## src/rtl/fetch_seq_pkg.sv

```systemverilog
// Shared types and defaults for the BittyPro fetch/issue sequencer.
package fetch_seq_pkg;

  typedef enum logic [2:0] {
    S_IDLE      = 3'd0,
    S_REQ       = 3'd1,
    S_WAIT_RSP  = 3'd2,
    S_EXEC      = 3'd3,
    S_WAIT_DONE = 3'd4,
    S_HALT      = 3'd5
  } state_t;

  localparam logic [15:0] HALT_INST_DEF   = 16'hFFFF;
  localparam int          TIMEOUT_CYC_DEF = 16;

endpackage

```

## src/rtl/fetch_sequencer.sv

```systemverilog
// Fetch/issue sequencer: valid/ready fetch of one instruction, start pulse, wait for done; >=4 cycles per instruction.
// Request held until ready; responses and done are sampled only in their wait states. FETCH_WDOG_EN adds a watchdog.
module fetch_sequencer
  import fetch_seq_pkg::*;
#(
  parameter int                ADDR_W      = 8,
  parameter int                INST_W      = 16,
  parameter logic [INST_W-1:0] HALT_INST   = INST_W'(HALT_INST_DEF),
  parameter int                TIMEOUT_CYC = TIMEOUT_CYC_DEF
) (
  input  logic              clk,
  input  logic              reset,
  input  logic              run,
  output logic              mem_req_valid,
  input  logic              mem_req_ready,
  output logic [ADDR_W-1:0] mem_addr,
  input  logic              mem_rsp_valid,
  input  logic [INST_W-1:0] mem_rsp_data,
  output logic [INST_W-1:0] inst,
  output logic              exec_start,
  input  logic              exec_done,
  output logic [ADDR_W-1:0] pc,
  output logic              busy,
  output logic              halted,
  output logic              wdog_err
);

  state_t              r_state;
  state_t              w_next_state;
  logic [ADDR_W-1:0]   r_pc;
  logic [INST_W-1:0]   r_inst;
  logic                w_rsp_take;
  logic                w_done_take;
  logic                w_wdog_fire;

  assign w_rsp_take  = (r_state == S_WAIT_RSP)  && mem_rsp_valid;
  assign w_done_take = (r_state == S_WAIT_DONE) && exec_done;

`ifdef FETCH_WDOG_EN
  localparam int WDOG_W = 8;

  logic [WDOG_W-1:0] r_wdog_cnt;
  logic              r_wdog_err;
  logic              w_waiting;

  assign w_waiting   = (r_state == S_WAIT_RSP) || (r_state == S_WAIT_DONE);
  // A real response/done in the final cycle wins over the timeout.
  assign w_wdog_fire = w_waiting && !(w_rsp_take || w_done_take) &&
                       (r_wdog_cnt == WDOG_W'(TIMEOUT_CYC - 1));

  always_ff @(posedge clk) begin
    if (reset) begin
      r_wdog_cnt <= '0;
      r_wdog_err <= 1'b0;
    end else begin
      r_wdog_cnt <= w_waiting ? r_wdog_cnt + 1'b1 : '0;
      if (w_wdog_fire) r_wdog_err <= 1'b1;
    end
  end

  assign wdog_err = r_wdog_err;
`else
  logic w_unused_cfg;

  assign w_unused_cfg = (TIMEOUT_CYC != 0);
  assign w_wdog_fire  = 1'b0;
  assign wdog_err     = 1'b0;
`endif

  always_ff @(posedge clk) begin
    if (reset) r_state <= S_IDLE;
    else       r_state <= w_next_state;
  end

  always_comb begin
    w_next_state = r_state;
    case (r_state)
      S_IDLE:      if (run) w_next_state = S_REQ;
      S_REQ:       if (mem_req_ready) w_next_state = S_WAIT_RSP;
      S_WAIT_RSP: begin
        if (mem_rsp_valid) w_next_state = (mem_rsp_data == HALT_INST) ? S_HALT : S_EXEC;
        else if (w_wdog_fire) w_next_state = S_HALT;
      end
      S_EXEC:      w_next_state = S_WAIT_DONE;
      S_WAIT_DONE: begin
        // run is only consulted here, so a drop never aborts an instruction.
        if (exec_done) w_next_state = run ? S_REQ : S_IDLE;
        else if (w_wdog_fire) w_next_state = S_HALT;
      end
      S_HALT:      w_next_state = S_HALT;
      default:     w_next_state = S_IDLE;
    endcase
  end

  always_comb begin
    mem_req_valid = 1'b0;
    exec_start    = 1'b0;
    busy          = 1'b0;
    halted        = 1'b0;
    case (r_state)
      S_REQ: begin
        mem_req_valid = 1'b1;
        busy          = 1'b1;
      end
      S_WAIT_RSP, S_WAIT_DONE: busy = 1'b1;
      S_EXEC: begin
        exec_start = 1'b1;
        busy       = 1'b1;
      end
      S_HALT:  halted = 1'b1;
      default: ;
    endcase
  end

  always_ff @(posedge clk) begin
    if (reset) begin
      r_pc   <= '0;
      r_inst <= '0;
    end else begin
      if (w_rsp_take)  r_inst <= mem_rsp_data;
      if (w_done_take) r_pc   <= r_pc + 1'b1;
    end
  end

  assign mem_addr = r_pc;
  assign pc       = r_pc;
  assign inst     = r_inst;

endmodule

```

## config.mk

```make
export PLATFORM = sky130hd
export DESIGN_NAME = fetch_sequencer
export DESIGN_NICKNAME = d
export VERILOG_FILES = /design/src/rtl/fetch_seq_pkg.sv /design/src/rtl/fetch_sequencer.sv
export SDC_FILE = /design/constraint.sdc
export NUM_CORES = 1
export LEC_CHECK = 0
export ABC_AREA = 1
export CAP_MARGIN = 15
export CORE_ASPECT_RATIO = 0.8
export CORE_UTILIZATION = 45
export DETAILED_ROUTE_END_ITERATION = 8
export GPL_TIMING_DRIVEN = 0
export PLACE_DENSITY = 0.89
export SLEW_MARGIN = 25
export SYNTH_ARGS = -nofsm -noshare
export SYNTH_HDL_FRONTEND = slang
export SYNTH_SLANG_ARGS = --single-unit
export TNS_END_PERCENT = 10
```

## constraint.sdc

```tcl
create_clock -name clk -period 2.2 [get_ports clk]
set_clock_uncertainty 0.15 [all_clocks]
set_input_delay 0.33 -clock clk [delete_from_list [all_inputs] [get_ports clk]]
set_output_delay 0.33 -clock clk [all_outputs]
set_load 0.01 [all_outputs]
```

Yosys cells after proc, flatten, opt, wreduce, memory -nomap -nowiden:

Cells that the tools add are included.

* add/sub/neg operators: 1
* shifts and indexed selects: 0
* bitwise logic cells: 0
* $mul: 0
* muxes and demuxes: 11
* $lt $le $gt $ge: 0
* reductions and logical operators: 5
* equal/unequal tests: 10
* divide/modulo/power cells: 0

Operators with widths (number)
* case mux 3 bit (6 select lines): 1
* == test 16 bit (second input constant): 1
* two-way mux 3 bit: 5
* adder 8 x 1 -> 8 bit (second input constant): 1
* inequality test 2 bit (second input constant): 4
* == test 3 x 2 -> 1 bit (second input constant): 2
* == test 3 bit (second input constant): 2
* two-way mux 1 bit: 5
* AND reduction 4 bit: 1
* OR reduction 4 bit: 1
* == test 3 x 1 -> 1 bit (second input constant): 1
* logical NOT 3 bit: 1
* logical AND 1 bit: 2

* memories kept: 0
* bits in latches: 0
* memory bits (read-only): 0
* output and inout port bits: 37
* register bits: 27
* memory bits (writable): 0
* bits of input ports: 22
* word-level logic and storage cells: 30

Depth between registers and ports, before layout:

Gate-level depths: netlist of run 1.

* word-level depth: 4
* gate-level depth with buffers: 9
* depth with buffers taken out: 9

Worst setup path before layout of run 1:

No wires, ideal clock.

* kind: flip-flop to output port
* from: reg r_state[0]
* to: out busy
* arrival: 0.998 ns
* path slack: 0.722 ns
* stages on the path, launching flop included: 7
* cell sequence: dfxtp_1 -> buf_6 -> nor3_4 -> buf_6 -> buf_6 -> nor2_1 -> nand2_1

* cells in the longest elaborated chain, start to end: 3

Ends and longest elaborated chain
* from (decl): line fetch_sequencer.sv:28 `state_t r_state;`
* from (signal assigned): line fetch_sequencer.sv:72 `else r_state <= w_next_state;`
* == test 3 x 2 -> 1 bit, or another cell as far along: line fetch_sequencer.sv:100 `case (r_state)`
* OR reduction 4 bit (no line) (*)
* two-way mux 1 bit (*): line fetch_sequencer.sv:100
* to (decl): line fetch_sequencer.sv:23 `output logic busy,`

Mark *: on every way between the ends. The rest lies on a longest branch, timed or not.

Worst setup path in the final report of run 1:

* from: reg r_state[2]
* to: out mem_req_valid

* cells in the longest elaborated chain, start to end: 2

Ends and longest elaborated chain
* == test 3 x 1 -> 1 bit: line fetch_sequencer.sv:100
* two-way mux 1 bit: line fetch_sequencer.sv:100
* to (decl): line fetch_sequencer.sv:14 `output logic mem_req_valid,`

Every way passes these cells.

==> impl_metrics.json, run 1 <==
{
  "rsz0062_at_grt": "no",
  "grt_use_total": 0.200,
  "dr.max_layer_used": "met4",
  "met2_length_um": 1480,
  "p_leak_nw": 0.820,
  "synth_warnings": 0,
  "fmax_mhz": 491,
  "drt_first_iter_violations": 41,
  "gr-total-overflow": 0,
  "synth.area.top_cells": "dfxtp_1 (39%), nand2_1 (13%), a21oi_1 (9.1%), nand3_1 (6.9%), buf_4 (4.9%)",
  "outcome": "complete, no violations",
  "hold_viol_final": 0,
  "postPlaceCellArea_mm2": 0.00198,
  "routed_wl_um": 3190,
  "path_clk_slew_ns": 0.09,
  "timing.rr.end": "inst[8]",
  "clkLatencyLatePin_ns": 0.27,
  "die_y_um": 51.4,
  "fin_crit_sh": 0.925,
  "viasPerCell": 4.77,
  "wl_met1_um": 1490,
  "crit_required_ns": 1.72,
  "nNetsFinal": 278,
  "cts_max_path_buffers": 2,
  "netlist_instances": 193,
  "yosys.cell_types.count": 25,
  "detail_route.first_pass.iterations": 4,
  "antenna_found_initial": 0,
  "grt_pass1_wl_um": 5040,
  "synth_area_mm2": 0.00138,
  "hold_path_class": "in -> reg",
  "crit_arrival_ns": 1.56,
  "final_cells": 292,
  "r2r_slack_ns": 0.69,
  "synth_top_family_by_area": "simple AND/OR/NAND/NOR gates",
  "cap_violations": 0,
  "via_count": 1393,
  "syn_nets": 216,
  "die-area_mm2": 0.00328,
  "dp_cells": 287,
  "cp_max_fo": 4,
  "stdcell_area_mm2": 0.00204,
  "antennaDiodeCount": 0,
  "portBuffers": 56,
  "syn2layout_area_growth_pct": 48.2,
  "wl_per_cell_um": 10.9,
  "start_kind": "flop",
  "crit_path_start": "r_state[2]",
  "grt_max_degree": 17,
  "htree_levels": 1,
  "timing.final.crit_period_ns": 2.04,
  "final_layout_size_suffix_gt1_frac": 0.138,
  "synth_compound_area_frac": 0.134,
  "muxShareOfSynthArea": 0,
  "first_global_vias": 1185,
  "reg2reg_depth": 6,
  "powerDensity_mw_per_mm2": 569,
  "worstSetupPathType": "reg -> out",
  "gp_congestion": 0.804,
  "hpwlAfterDp_um": 2480,
  "cts_buffers": 3,
  "cts-root-buf": "clkbuf_8",
  "drv_slew": 0,
  "peakVddDrop_uv": 473,
  "cts_sinks": 27,
  "row_count": 17,
  "synthAdderAreaFrac": 0.00910,
  "rr_startpoint": "r_state[0]",
  "ys_seq_area_frac": 0.393,
  "setup_tns_ns": 0,
  "synth.top_cell.area_share": 0.393,
  "end_kind": "output pin",
  "cts_tree": "yes",
  "met3_length_um": 182,
  "avgSynthCellArea_um2": 7.12,
  "ys_ff_latch": 27,
  "core-area_mm2": 0.00283,
  "crit_end": "mem_req_valid",
  "synth-xor-area-share": 0,
  "drc_errors": 0,
  "io_pins": 59,
  "setup-violations-final": 0,
  "synthSimpleGateAreaFrac": 0.317,
  "start_util": 0.486,
  "postRouteAntennaNets": 0,
  "die_width_um": 63.8,
  "synth_area_leader_cell": "dfxtp_1",
  "post-route-util": 0.720
}
[what timing repair did]
action / in CTS / in global routing
setup endpoints to repair: 1 / 0
resized for setup: 1 / 0
hold buffers: 0 / 0
setup buffers: 1 / 0
[worst max-delay path, cell delays in order, from the launching register on]
cell and delay (ns):
dfxtp_1 0.37, inv_1 0.13, nand2_2 0.07, nor2_2 0.15, clkdlybuf4s50_1 0.56
[cells in the mapped netlist]
master / count
nand2_1: 49
dfxtp_1: 27
a21oi_1: 25
nand3_1: 19
inv_1: 17
buf_4: 9
nor2_1: 9
o21ai_0: 9
nand2_2: 4
buf_2: 3
buf_6: 3
inv_2: 3
clkbuf_1: 2
nor2_2: 2
nor3_4: 2
a21oi_2: 1
conb_1: 1
ha_1: 1
nand2_4: 1
nand3b_1: 1
nor2_4: 1
nor3_1: 1
nor3_2: 1
nor3b_1: 1
o21ai_1: 1
[per-stage QoR]
step | hold slack [ns] | power (mW) | setup slack, ns
2_1_floorplan | 0.256 | 0.744 | 0.722
3_3_place_gp | 0.298 | 0.881 | 0.169
3_5_place_dp | 0.305 | 0.886 | 0.175
4_1_cts | 0.243 | 1.17 | 0.147
5_1_grt | 0.257 | 1.23 | 0.0519
6_report | 0.247 | 1.16 | 0.164
[state kept, by name (all words and copies together), names as in the netlist]
| register | count |
|---|---|
| mem_addr | 8 |
| r_state | 3 |
| inst | 16 |
[cell type report]
cell class	count	area (um2)
inverter	20	75.1
fill	245	791
multi-input combinational	129	636
buffer	17	124
timing repair buffer	57	567
clock inverter	1	7.51
tap	38	47.5
clock buffer	3	41.3
sequential	27	541
[cells by family (layout without fill, tap and decap cells)]
logic type,Yosys count,count (layout)
buffers and inverters,37,98
and+or+nand+nor,91,91
AOI/OAI and AO/OA,36,36
adders and majority gates,1,1
DFF,27,27
other,1,1
[layout by cell type, fill, tap and decap left out, drive strengths merged]
master and n:
clkbuf 5, a21oi 26, clkdlybuf4s50 55, ha 1
dfxtp 27, inv 20, buf 16, nor3 4
nor2 12, nor3b 1, nand3b 1, conb 1
nand2 54, dlygate4sd2 1, clkinvlp 1, nand3 19
o21ai 10
[where the power goes]
| part | total [mW] | internal (mW) | switching [mW] |
|---|---|---|---|
| sequential | 0.534 | 0.517 | 0.0171 |
| clock | 0.283 | 0.129 | 0.155 |
| combinational | 0.342 | 0.167 | 0.175 |
| total | 1.16 | 0.812 | 0.347 |
[metal layers]
layer	up-vias	track usage
li1	730	-
met1	623	0.243
met2	36	0.339
met3	4	0.0625
met4	0	0.0644
met5	-	0
[worst min path at each step]
stage | start | endpoint | slack, ns | cells after the start
detailed placement | inst[2] | inst[2] | 0.31 | 2
CTS | mem_rsp_valid | inst[2] | 0.24 | 3
finish | mem_rsp_valid | inst[2] | 0.25 | 3
global placement | inst[0] | inst[0] | 0.30 | 2
floorplan | reset | mem_addr[2] | 0.26 | 1
global route | mem_rsp_valid | inst[1] | 0.26 | 3
No activity file was read; power rests on OpenSTA's default activity.
==> run 2, diff against run 1 <==
clock period = 2.42 ns   (was 2.2 ns; I/O delays follow)
==> run 2 against run 1 <==
Against the previous run: via count is 1.1% higher; non-clock buffer count grew 2; routed wire length down 0.19%; combinational power is 5% lower; sequential power down 9.0%; cell count grew 0.68%; critical path type unchanged; clock power fell by 8.8%; power shrank 7.7%; sequential share of layout area is 0.17 points lower; critical endpoint is now busy.
==> impl_metrics.json, run 2 (synthesis gave the netlist of run 1 again) <==
{
  "io_pins": 59,
  "total_power_mw": 1.07,
  "cts_sinks": 27,
  "end_kind": "output pin",
  "nNetsFinal": 280,
  "die_width_um": 63.8,
  "drv_slew": 0,
  "final_cells": 294,
  "fin_crit_sh": 0.963,
  "final_cell_mix": "clkdlybuf4s50_1 (56), nand2_1 (49), dfxtp_1 (26)",
  "dp_cells": 287,
  "grt_pass1_wl_um": 5000,
  "final_layout_size_suffix_gt1_frac": 0.148,
  "cp_max_fo": 10,
  "hold_viol_final": 0,
  "row_count": 17,
  "grt_max_degree": 17,
  "fillCellCount": 239,
  "crit_arrival_ns": 1.82,
  "antenna_found_initial": 0,
  "gr-total-overflow": 0,
  "drt_first_iter_violations": 45,
  "die-area_mm2": 0.00328,
  "detail_route.first_pass.iterations": 4,
  "cts_buffers": 3,
  "clockPowerShare": 0.241,
  "timing.final.crit_period_ns": 2.33,
  "fmax_mhz": 429,
  "power_frac_comb": 0.304,
  "worstSetupPathType": "reg -> out",
  "peakVddDrop_uv": 435,
  "gp_congestion": 0.804,
  "cts-root-buf": "clkbuf_8",
  "syn2layout_area_growth_pct": 49.5,
  "cts_max_path_buffers": 2,
  "die_y_um": 51.4,
  "postRouteAntennaNets": 0,
  "first_global_vias": 1181,
  "largest_reg_flops": 16,
  "final_common_cell": "clkdlybuf4s50_1",
  "wl_per_cell_um": 10.8,
  "cap_violations": 0,
  "routed_wl_um": 3180,
  "p_seq_frac": 0.454,
  "netSwitchingPower_uw": 317,
  "switching_share": 0.297,
  "core-area_mm2": 0.00283,
  "clkLatencyLatePin_ns": 0.27,
  "antennaDiodeCount": 0,
  "powerDensity_mw_per_mm2": 521,
  "via_count": 1408,
  "p_leak_nw": 0.829,
  "portBuffers": 56,
  "outcome": "complete, no violations",
  "start_kind": "flop",
  "viasPerCell": 4.79,
  "grt_use_total": 0.199,
  "drc_errors": 0,
  "p_int_uw": 753,
  "setup-violations-final": 0,
  "rsz0062_at_grt": "no",
  "hold_path_class": "in -> reg",
  "start_util": 0.486,
  "setup_tns_ns": 0,
  "crit_required_ns": 1.91,
  "htree_levels": 1,
  "hpwlAfterDp_um": 2480,
  "fin_hold_ws_ns": 0.279,
  "path_clk_slew_ns": 0.09,
  "cts_tree": "yes"
}
run 2: area by class of cell:
class / count / area (um2) / area share
Clock buffer: 3 / 41.3 / 0.0201
Sequential cell: 27 / 542 / 0.264
Clock inverter: 1 / 7.51 / 0.00365
Buffer: 17 / 124 / 0.0603
Multi-Input combinational cell: 129 / 636 / 0.309
Tap cell: 38 / 47.5 / 0.0231
Inverter: 20 / 75.1 / 0.0365
Timing Repair Buffer: 59 / 583 / 0.284
run 2: final timing paths:
kind	from	endpoint	slack, ns	depth (start not counted)
setup / recovery	r_state[0]	busy	0.09	7
hold / removal	mem_rsp_valid	inst[2]	0.28	3
setup reg to reg	r_state[0]	inst[8]	0.92	6
hold reg to reg	inst[0]	inst[0]	0.32	2
run 2: worst max-delay path: stages (launching register included):
cell and delay (ns):
dfxtp_1 0.32, buf_6 0.13, nor3_4 0.19, buf_6 0.15, buf_6 0.13, nor2_1 0.04, nand2_1 0.06, clkdlybuf4s50_1 0.53
run 2: what timing repair did:
action	4_1_cts	5_1_grt
endpoints found under the setup margin	0	1
gates resized for setup	0	1
hold buffers	0	0
buffers inserted	0	3
run 2: power by group through the flow:
| stage | clock, mW | sequential [mW] | combinational (mW) |
|---|---|---|---|
| after floorplan | 0 | 0.502 | 0.175 |
| after global placement | 0 | 0.495 | 0.306 |
| after detailed placement | 0 | 0.496 | 0.310 |
| after CTS | 0.266 | 0.485 | 0.312 |
| after global routing | 0.290 | 0.490 | 0.357 |
| final | 0.258 | 0.486 | 0.326 |
run 2: through the flow:
step,setup slack (ns),area (um2),utilization
2_1_floorplan,0.909,1380,-
3_3_place_gp,0.356,1980,0.701
3_5_place_dp,0.362,1980,0.701
4_1_cts,0.0510,2030,0.718
5_1_grt,0.0200,2060,0.727
6_report,0.0892,2060,0.727
run 2: per-layer routing:
layer	vias up	global-route usage	routed length, um
li1	736	-	-
met4	0	0.0644	29
met2	45	0.335	1480
met3	4	0.0625	206
met5	-	0	0
met1	623	0.240	1460
